## src/rtl/fetch_stage.sv

```systemverilog
// fetch_stage: instruction fetch with a small prefetch queue between the ROM and decode.
// Issues at most one ROM read per cycle and asks the PC stage to hold when the queue cannot absorb another.
module fetch_stage #(
    parameter int D     = 12,
    parameter int W     = 9,
    parameter int DEPTH = 4
) (
    input  logic         Clk,
    input  logic         Reset,
    input  logic [D-1:0] PrgCtr,
    input  logic         Flush,
    input  logic [W-1:0] InstrRdata,
    input  logic         DecReady,
    output logic [D-1:0] InstrAddr,
    output logic         InstrReq,
    output logic         HoldReq,
    output logic [D-1:0] HoldTarget,
    output logic         FetchValid,
    output logic [W-1:0] FetchInstr,
    output logic [D-1:0] FetchPc
);
    localparam int PW = $clog2(DEPTH);
    localparam int CW = PW + 1;

    logic [CW-1:0] cnt_q, cnt_d;
    logic [PW-1:0] wptr_q, wptr_d, rptr_q, rptr_d;
    logic          infl_q, infl_d;
    logic [D-1:0]  infl_pc_q, infl_pc_d;
    logic [W-1:0]  instr_mem [DEPTH];
    logic [D-1:0]  pc_mem [DEPTH];
    logic          issue, push, pop;

    // Issue looks only at registered occupancy so a pop never feeds back into InstrReq.
    always_comb begin
        issue     = !Reset && !Flush && ((cnt_q + CW'(infl_q)) < CW'(DEPTH));
        push      = !Reset && !Flush && infl_q;
        pop       = !Reset && !Flush && (cnt_q != '0) && DecReady;
        cnt_d     = Flush ? '0 : cnt_q + CW'(push) - CW'(pop);
        wptr_d    = Flush ? '0 : wptr_q + PW'(push);
        rptr_d    = Flush ? '0 : rptr_q + PW'(pop);
        infl_d    = issue;
        infl_pc_d = issue ? PrgCtr : infl_pc_q;
    end

    always_ff @(posedge Clk) begin
        if (Reset) begin
            cnt_q  <= '0;
            wptr_q <= '0;
            rptr_q <= '0;
            infl_q <= 1'b0;
        end else begin
            cnt_q  <= cnt_d;
            wptr_q <= wptr_d;
            rptr_q <= rptr_d;
            infl_q <= infl_d;
        end
        infl_pc_q <= infl_pc_d;
        if (push) begin
            instr_mem[wptr_q] <= InstrRdata;
            pc_mem[wptr_q]    <= infl_pc_q;
        end
    end

    always @(posedge Clk)
        if (push && !pop)
            assert (cnt_q != CW'(DEPTH));

    always_comb begin
        InstrAddr  = PrgCtr;
        InstrReq   = issue;
        HoldReq    = !Reset && !Flush && !issue;
        HoldTarget = PrgCtr;
        FetchValid = !Reset && (cnt_q != '0);
        FetchInstr = instr_mem[rptr_q];
        FetchPc    = pc_mem[rptr_q];
    end
endmodule
```

## config.mk

```make
export PLATFORM = sky130hd
export DESIGN_NAME = fetch_stage
export DESIGN_NICKNAME = d
export VERILOG_FILES = /design/src/rtl/fetch_stage.sv
export SDC_FILE = /design/constraint.sdc
export NUM_CORES = 1
export LEC_CHECK = 0
export BUFFER_PORTS_ARGS = -buffer_cell sky130_fd_sc_hd__buf_4
export CORE_MARGIN = 10
export CORE_UTILIZATION = 30
export CTS_BUF_LIST = sky130_fd_sc_hd__clkbuf_4 sky130_fd_sc_hd__clkbuf_8 sky130_fd_sc_hd__clkbuf_16
export CTS_CLUSTER_DIAMETER = 120
export DETAILED_ROUTE_END_ITERATION = 10
export GPL_TIMING_DRIVEN = 0
export HOLD_SLACK_MARGIN = 0.03
export SLEW_MARGIN = 20
export SYNTH_ARGS = -nofsm -noshare
export SYNTH_HDL_FRONTEND = slang
export SYNTH_SLANG_ARGS = --single-unit
```

## constraint.sdc

```tcl
create_clock -name Clk -period 4 [get_ports Clk]
set_input_delay 1 -clock Clk [delete_from_list [all_inputs] [get_ports Clk]]
set_output_delay 1 -clock Clk [all_outputs]
set_load 0.02 [all_outputs]
```

==> reports/qor.csv, run 1 <==
metric,value,unit
fin_nets,308,
route.vias.total,1937,
maxSlewViolCount,0,
ys_seq_elements,104,
syn_area_per_cell,20.7,sq um
p_int,1840,uW
rrSetupSlack,1.93,ns
place_inst,445,
drive_gt1_share,53.0,%
cpMostUsedCell,buf_4,
cp_slowest_cell,nor2_2,
worstPathArrival,2.42,ns
clkTransAtPathRegs,0.06,ns
status,"finished, final reports clean",
die_h,135,um
power_switching,412,uW
final-seq-area,3040,sq um
portBuffers,72,
drtPass1Iterations,4,
cts_inserted_buffers,9,
endpoint_kind,output port,
worst_pin_slew,0.843,ns
skew,0.00821,ns
critPathTopFamily,simple AND/OR/NAND/NOR gates,
synthCells,193,
ys_warn_count,0,
ys_types,21,
antenna_found_initial,0,
clockPowerShare,41.5,%
cp-start-kind,primary input,
holdCritPathClass,register to register,
seq_power_share,53.4,%
seq_area_frac_synth,76.2,%
relSlewSlack,43.8,%
row_count,42,
multi_input_area,739,sq um
crit_path_max_incr_delay,0.66,ns
final_core_util,39.3,%
cts_tree,built,
wl,7470,um
finalSetupTns,0,ns
cts_resized,0,
cap_violations,0,
nFillCells,1210,
cts_setup_buffers,0,
syn-num-nets,221,
rsz0062_at_grt,no,
grt_pass1_wl,11400,um
ir_worst_vdd,0.191,mV
post-dp-hpwl,5140,um
post-route-period-util,85.5,%
finalPower,2250,uW
post-route-drc-count,0,
timing.final.crit_period,3.42,ns
track_usage,8.27,%
instances_no_fill,461,
wl_per_cell,16.2,um
drt_iter0_markers,130,
layout_common_cells,"buf_4, edfxtp_1, mux4_2",
crit_type,primary input to output port,
htreeDepth,3,
place_congestion,0.676,
p_sw_share,18.3,%
clockBufferDepth,2,
grt_max_degree,22,
start_util,30.4,%
p_leak,0.00184,uW
diodes,0,
fmax,292,MHz
path_max_fanout,13,
path_cells,"buf_4, or2_1, buf_6, nor2_2, buf_4",
die_area,18300,sq um
power_per_cell_area,436,nW/um^2
hold_violations,0,
grt_pass1_vias,2096,
timing.final.ws_setup,0.581,ns
via_per_inst,4.20,
io_pins,73,
root_buffer,clkbuf_16,
worst_ep_required_time,3.00,ns
cts_hold_buf,0,
die_w,135,um
syn-cell-area,4000,sq um
critPathBufInv,3,
syn2layout_area_growth,29.3,%
clk_latency,0.34,ns
p_comb_share,5.0,%
clock-sinks,104,
setup_viol,0,
overflow,0,
final_common_cell,buf_4,
post-place-ws,0.514,ns
antenna_left,0,
core_area,13100,sq um
-- power by group through the flow --
stage / clock (uW) / combinational, uW / sequential, uW
2_1_floorplan: 0 / 55.7 / 1220
3_3_place_gp: 0 / 112 / 1230
3_5_place_dp: 0 / 116 / 1230
4_1_cts: 960 / 116 / 1200
5_1_grt: 997 / 122 / 1200
6_report: 935 / 113 / 1200
-- per-stage QoR --
step	area, sq um	hold slack [ns]
after floorplan	4000	0.459
after global placement	4760	0.470
after detailed placement	4820	0.488
after CTS	5160	0.504
after global routing	5160	0.518
final	5160	0.500
-- worst reg2reg max path: stages, from the launching register on --
cell	delay, ns
dfxtp_1	0.37
o31ai_2	0.39
or3_4	0.21
nand2_2	0.05
ha_1	0.19
fa_1	0.38
xnor2_1	0.18
xnor2_1	0.14
nor2_1	0.06
-- cell type report --
| cell class | instances | area share (%) |
|---|---|---|
| Tap cell | 176 | 4.26 |
| Multi-Input combinational cell | 56 | 14.3 |
| Inverter | 3 | 0.218 |
| Timing Repair Buffer | 76 | 11.2 |
| Buffer | 30 | 4.43 |
| Sequential cell | 104 | 58.9 |
| Clock buffer | 16 | 6.64 |
-- worst paths after layout --
kind | from | to | cells past startpoint
worst max-delay path | Reset | InstrReq | 5
worst max register to register | cnt_q[2] | cnt_q[2] | 8
worst min register to register | infl_pc_q[6] | pc_mem[2][6] | 0
worst min-delay path | infl_pc_q[6] | pc_mem[2][6] | 0
-- cell families after synthesis --
logic type	Yosys count	synth area share (%)
AO/OA/AOI/OAI	2	0.532
adder cells (fa/ha/maj)	3	1.13
flip-flops	104	76.2
XOR/XNOR	6	1.32
multiplexers	21	11.8
AND/OR/NAND/NOR	24	3.01
buffers and inverters	33	6.01
-- synth_stat cells (all sizes together) --
cell / n / area share (%)
inv: 3 / 0.28
xor2: 2 / 0.44
fa: 1 / 0.50
nand2: 2 / 0.25
o311ai: 1 / 0.22
buf: 30 / 5.7
xnor2: 4 / 0.88
o31ai: 1 / 0.31
or3: 1 / 0.28
ha: 2 / 0.63
nand3: 3 / 0.38
or2: 1 / 0.16
and2: 4 / 0.63
dfxtp: 8 / 4.0
edfxtp: 96 / 72
mux4: 21 / 12
nor3: 3 / 0.38
nor2: 10 / 0.94
-- per-layer routing --
| metal | vias to the layer above | wire [um] | GRT usage (%) |
|---|---|---|---|
| met1 | 975 | 3010 | 8.92 |
| li1 | 910 | - | - |
| met3 | 11 | 277 | 2.00 |
| met2 | 41 | 4000 | 14.4 |
| met4 | 0 | 182 | 5.02 |
| met5 | - | 0 | 0 |
-- flip-flops by register name, summed over array words and instances, names as in the netlist --
register,cells
pc_mem,48
instr_mem,36
infl_pc_q,12
cnt_q,3
rptr_q,2
wptr_q,2
infl_q,1
No activity file was read; power rests on OpenSTA's default activity.
==> run 2: changes to the inputs <==
--- a/config.mk
+++ b/config.mk
@@ -5,6 +5,7 @@
 export SDC_FILE = /design/constraint.sdc
 export NUM_CORES = 1
 export LEC_CHECK = 0
+export ABC_AREA = 1
 export BUFFER_PORTS_ARGS = -buffer_cell sky130_fd_sc_hd__buf_4
 export CORE_MARGIN = 10
 export CORE_UTILIZATION = 30
@@ -13,6 +14,7 @@
 export DETAILED_ROUTE_END_ITERATION = 10
 export GPL_TIMING_DRIVEN = 0
 export HOLD_SLACK_MARGIN = 0.03
+export PLACE_DENSITY = 0.46
 export SLEW_MARGIN = 20
 export SYNTH_ARGS = -nofsm -noshare
 export SYNTH_HDL_FRONTEND = slang
==> run 2 against run 1 <==
  * Synthesized area increased by 4.2%
  * Critical path depth up 1
  * Largest cell class unchanged
  * Wire length increased by 26%
  * First-iteration DRC count is 42% higher
  * Clock-buffer cell count fell by 7
==> reports/qor.csv, run 2 <==
metric,value,unit,change
ys_warn_count,0,,unchanged
htreeDepth,3,,unchanged
io_pins,73,,unchanged
clk_latency,0.34,ns,about the same
cts_inserted_buffers,9,,unchanged
hold_path_depth,0,,unchanged
clkTransAtPathRegs,0.07,ns,about the same
track_usage,10.2,%,+1.9 points
root_buffer,clkbuf_16,,
core_area,13400,sq um,+2.0%
power_per_cell_area,401,nW/um^2,-8.1%
synthAdderAreaFrac,1.08,%,-0.046 points
drive_gt1_share,38.5,%,-14 points
cts_hold_buf,0,,unchanged
fmax,336,MHz,+15%
synthTopCellsByCount,"edfxtp_1, nor2_1, buf_4",,
cap_violations,0,,unchanged
top_register,pc_mem,,
synthArstFlopShare,0,%,unchanged
finalPower,2130,uW,-5.6%
post-dp-hpwl,6700,um,+30%
post-place-ws,0.987,ns,+0.474 ns
die_area,19000,sq um,+3.6%
crit_type,primary input to output port,,
drtPass1Iterations,4,,unchanged
seq_area_frac_synth,73.1,%,-3.1 points
fin_nets,420,,+36%
worst_r2r_path_depth,4,,-4
hold_path_startpoint,infl_pc_q[11],,
reg.largest.list,"pc_mem x48, instr_mem x36, infl_pc_q x12",,
path_max_fanout,13,,unchanged
syn-cell-area,4160,sq um,+4.2%
portBuffers,72,,unchanged
grt_pass1_wl,14500,um,+27%
largest_reg_flops,48,,unchanged
antenna_found_initial,0,,unchanged
status,"finished, final reports clean",,
finalSetupTns,0,ns,unchanged
wl_per_cell,16.4,um,+1.4%
rrSetupSlack,2.06,ns,+0.13 ns
worst_ep_required_time,3.00,ns,about the same
yosysMostFrequentCell,edfxtp_1,,
final_common_cell,buf_4,,
die_h,138,um,+1.8%
syn2layout_area_growth,27.3,%,
clockBufferDepth,2,,unchanged
synth_top_area_share,69.2,%,-2.9 points
whs_endpoint,pc_mem[1][11],,
place_congestion,0.709,,+4.9%
maxSlewViolCount,0,,unchanged
r2r_end,instr_mem[2][5],,
syn-num-nets,327,,+48%
cts_setup_buffers,0,,unchanged
synthCells,299,,+55%
cts_tree,built,,
synth_area_leaders,"edfxtp_1, buf_4, nor2_1",,
via_per_inst,4.45,,+5.8%
ir_worst_vdd,0.273,mV,+43%
skew,0.00883,ns,+0.000620 ns
overflow,0,,unchanged
die_w,138,um,+1.8%
post-route-period-util,74.4,%,-11 points
synth_mux_area_share,0,%,-12 points
start_util,31.1,%,+0.66 points
synth-xor-area-share,0.631,%,-0.68 points
final_core_util,39.6,%,+0.27 points
synth_top_area_cell,edfxtp_1,,
synth_edf_count,96,,unchanged
drt_iter0_markers,184,,+42%
ys_types,29,,+38%
cp-start-kind,primary input,,
timing.final.ws_setup,1.03,ns,+0.445 ns
diodes,0,,unchanged
post-route-drc-count,0,,unchanged
ys.flop_type,edfxtp_1,,
grt_max_degree,18,,-18%
synth_compound_area_share,8.53,%,+8.0 points
endpoint_kind,output port,,
r2r_start,wptr_q[1],,
syn_area_per_cell,13.9,sq um,-33%
timing.final.crit_period,2.97,ns,-0.445 ns
holdCritPathClass,register to register,,
grt_pass1_vias,2652,,+27%
layout_common_cells,"buf_4, edfxtp_1, nor2_1",,
worstPathArrival,1.97,ns,-0.45 ns
hold_violations,0,,unchanged
synth-simple-area-share,8.08,%,+5.1 points
p_leak,0.00200,uW,+8.8%
ys_seq_elements,104,,unchanged
rsz0062_at_grt,no,,
worst_pin_slew,0.734,ns,-0.108 ns
antenna_left,0,,unchanged
row_count,42,,unchanged
setup_viol,0,,unchanged
relSlewSlack,50.8,%,+7.0 points
cts_resized,0,,unchanged
clock-sinks,104,,unchanged
wl,9410,um,+26%
route.vias.total,2548,,+32%
synth_top_family_by_area,buffers and inverters,,
==> run 2: routing by layer <==
layer | GRT usage (%) | wire length (um) | vias to the layer above
li1 | - | - | 1239
met1 | 12.7 | 4130 | 1235
met2 | 16.2 | 4640 | 62
met3 | 2.62 | 456 | 12
met4 | 5.04 | 178 | 0
met5 | 0 | 0 | -
==> run 2: worst max-delay path, cell delays in order <==
cell,delay (ns)
buf_4,0.11
inv_2,0.06
nand2_4,0.11
inv_4,0.10
and2_2,0.37
buf_4,0.22
==> run 2: metrics by stage <==
| stage | hold slack, ns | cells | instance area (sq um) |
|---|---|---|---|
| final | 0.497 | 573 | 5300 |
| after global routing | 0.517 | 573 | 5300 |
| after CTS | 0.496 | 573 | 5300 |
| after detailed placement | 0.480 | 557 | 5030 |
| after global placement | 0.479 | 547 | 4920 |
| after floorplan | 0.459 | 299 | 4160 |
==> run 2: how the worst max path moves through the flow <==
stage	slack (ns)	from	end
6_report	1.03	Reset	InstrReq
5_1_grt	0.93	Reset	InstrReq
4_1_cts	0.99	Flush	InstrReq
3_5_place_dp	0.99	Flush	InstrReq
3_3_place_gp	-0.94	Reset	pc_mem[0][0]
2_1_floorplan	0.79	Flush	instr_mem[0][0]
==> run 2: kinds of logic (layout without fill, tap and decap cells) <==
kind of cell / after synthesis / after routing
adders and majority gates: 3 / 3
AOI/OAI and AO/OA: 65 / 65
xor gates and xnor gates: 3 / 3
DFF: 104 / 104
and+or+nand+nor: 72 / 72
buffers and inverters: 52 / 150
==> run 2: final cells by class <==
class / count / area, sq um
Buffer: 37 / 294
Clock buffer: 9 / 225
Clock inverter: 7 / 46.3
Fill cell: 1267 / 8100
Inverter: 15 / 63.8
Multi-Input combinational cell: 143 / 783
Sequential cell: 104 / 3040
Tap cell: 176 / 220
Timing Repair Buffer: 82 / 627
==> run 2: report_power, final <==
part | total, uW | leakage [uW] | switching [uW] | internal (uW)
Combinational | 116 | 0.000939 | 58.7 | 57.3
Sequential | 1200 | 0.000934 | 6.39 | 1200
Clock | 807 | 0.000130 | 385 | 422
==> run 3: changes to the inputs <==
--- a/config.mk
+++ b/config.mk
@@ -14,7 +14,7 @@
 export DETAILED_ROUTE_END_ITERATION = 10
 export GPL_TIMING_DRIVEN = 0
 export HOLD_SLACK_MARGIN = 0.03
-export PLACE_DENSITY = 0.46
+export PLACE_DENSITY = 0.48
 export SLEW_MARGIN = 20
 export SYNTH_ARGS = -nofsm -noshare
 export SYNTH_HDL_FRONTEND = slang
==> constraint.sdc (replaced) <==
create_clock -name Clk -period 2.6 [get_ports Clk]
set_input_delay 0.65 -clock Clk [delete_from_list [all_inputs] [get_ports Clk]]
set_output_delay 0.65 -clock Clk [all_outputs]
set_load 0.02 [all_outputs]
==> run 3 against run 2 <==
  * Clock-buffer cell count increased by 1
  * Clock power increased by 55%
  * First-iteration DRC count decreased by 20%
  * Combinational power increased by 54%
  * Wire length about the same
  * Hold slack about the same
  * Core utilization increased by 0.075 points
  * Total power increased by 54%
  * Clock skew decreased by 0.00090 ns
==> reports/qor.csv, run 3 (synthesis results as in run 2) <==
metric,value,unit,change
timing.final.crit_period,2.35,ns,
drtPass1Iterations,4,,unchanged
crit_path_max_incr_delay,0.44,ns,+0.07 ns
ir_worst_vdd,0.315,mV,+16%
path_max_fanout,13,,unchanged
cts_setup_buffers,0,,unchanged
cp-start-kind,register,,
portBuffers,72,,unchanged
top_register,pc_mem,,
clock-sinks,104,,unchanged
post-route-drc-count,0,,unchanged
final_core_util,39.6,%,+0.075 points
antenna_found_initial,0,,unchanged
clkTransAtPathRegs,0.07,ns,about the same
wl_per_cell,16.4,um,-0.26%
final_common_cell,buf_4,,
drt_iter0_markers,147,,-20%
critPathTopFamily,simple AND/OR/NAND/NOR gates,,
diodes,0,,unchanged
post-dp-hpwl,6690,um,-0.13%
p_leak,0.00201,uW,+0.26%
skew,0.00794,ns,-0.000895 ns
maxSlewViolCount,0,,unchanged
place_congestion,0.718,,+1.4%
largest_reg_flops,48,,unchanged
cts_inserted_buffers,9,,unchanged
post-route-period-util,90.4,%,
reg.largest.list,"pc_mem x48, instr_mem x36, infl_pc_q x12",,
post-place-ws,0.284,ns,-0.703 ns
drive_gt1_share,38.7,%,+0.15 points
die_area,19000,sq um,unchanged
wl,9400,um,about the same
worstPathArrival,1.70,ns,-0.27 ns
die_h,138,um,unchanged
row_count,42,,unchanged
holdCritPathClass,register to register,,
grt_pass1_vias,2680,,+1.1%
rsz0062_at_grt,no,,
worst_pin_slew,0.678,ns,-0.0565 ns
timing.final.ws_setup,0.250,ns,-0.776 ns
overflow,0,,unchanged
worst_hold_slack,0.497,ns,-0.000100 ns
cts_hold_buf,0,,unchanged
cap_violations,0,,unchanged
cp_slowest_cell,and2_2,,
hold_violations,0,,unchanged
die_w,138,um,unchanged
start_util,31.1,%,unchanged
track_usage,10.2,%,-0.018 points
setup_viol,0,,unchanged
syn2layout_area_growth,27.6,%,
fin_nets,421,,+0.24%
grt_pass1_wl,14700,um,+1.3%
layout_common_cells,"buf_4, edfxtp_1, nor2_1",,
clk_latency,0.34,ns,about the same
via_per_inst,4.37,,-1.8%
grt_max_degree,18,,unchanged
core_area,13400,sq um,unchanged
fmax,425,MHz,
relSlewSlack,54.6,%,+3.8 points
rrSetupSlack,0.83,ns,-1.23 ns
power_per_cell_area,618,nW/um^2,+54%
critPathBufInv,1,,-3
antenna_left,0,,unchanged
clockBufferDepth,2,,unchanged
finalPower,3280,uW,+54%
cts_tree,built,,
cts_resized,0,,unchanged
worst_ep_required_time,1.95,ns,-1.05 ns
io_pins,73,,unchanged
endpoint_kind,output port,,
route.vias.total,2506,,-1.6%
status,"finished, final reports clean",,
root_buffer,clkbuf_16,,
htreeDepth,3,,unchanged
crit_type,register to output port,,
path_cells,"nand3_1, xor2_1, and2_2, buf_4",,
[run 3: path summary, 6_finish.rpt]
check	from	cells past startpoint	end
min reg2reg	infl_pc_q[8]	0	pc_mem[0][8]
max reg2reg	cnt_q[1]	10	cnt_q[2]
min	infl_pc_q[8]	0	pc_mem[0][8]
max	cnt_q[1]	4	InstrReq
[run 3: metrics by stage]
stage / area (sq um) / std cells / setup TNS, ns
6_report: 5310 / 574 / 0
5_1_grt: 5310 / 574 / 0
4_1_cts: 5310 / 574 / 0
3_5_place_dp: 5030 / 558 / 0
3_3_place_gp: 4920 / 547 / -143.96
2_1_floorplan: 4160 / 299 / -21.55
[run 3: worst register-to-register path, stage by stage, from the launching register on]
cell	delay [ns]
dfxtp_1	0.37
inv_1	0.11
nand2_2	0.14
nand2_1	0.11
nand2_1	0.07
nand2_1	0.05
ha_1	0.19
fa_1	0.36
inv_1	0.08
nand2_1	0.05
nor3b_2	0.14
[run 3: routing by layer]
layer	vias to the layer above	routed length, um	GRT usage (%)
met5	-	0	0
met4	0	152	4.00
met3	13	448	2.66
met2	61	4680	16.9
met1	1191	4110	12.4
li1	1241	-	-
[run 3: cell type report]
cell class / count / area (sq um)
clock inverter: 6 / 45.0
inverter: 15 / 63.8
sequential: 104 / 3040
timing repair buffer: 83 / 631
multi-input combinational: 143 / 783
buffer: 37 / 294
fill: 1271 / 8090
tap: 176 / 220
clock buffer: 10 / 233
[run 3: report_power, final]
group          total, uW  switching [uW]  internal (uW)
Clock               1250             591            663
Combinational        179            91.1           87.4
Sequential          1850            10.1           1840
Total               3280             692           2590
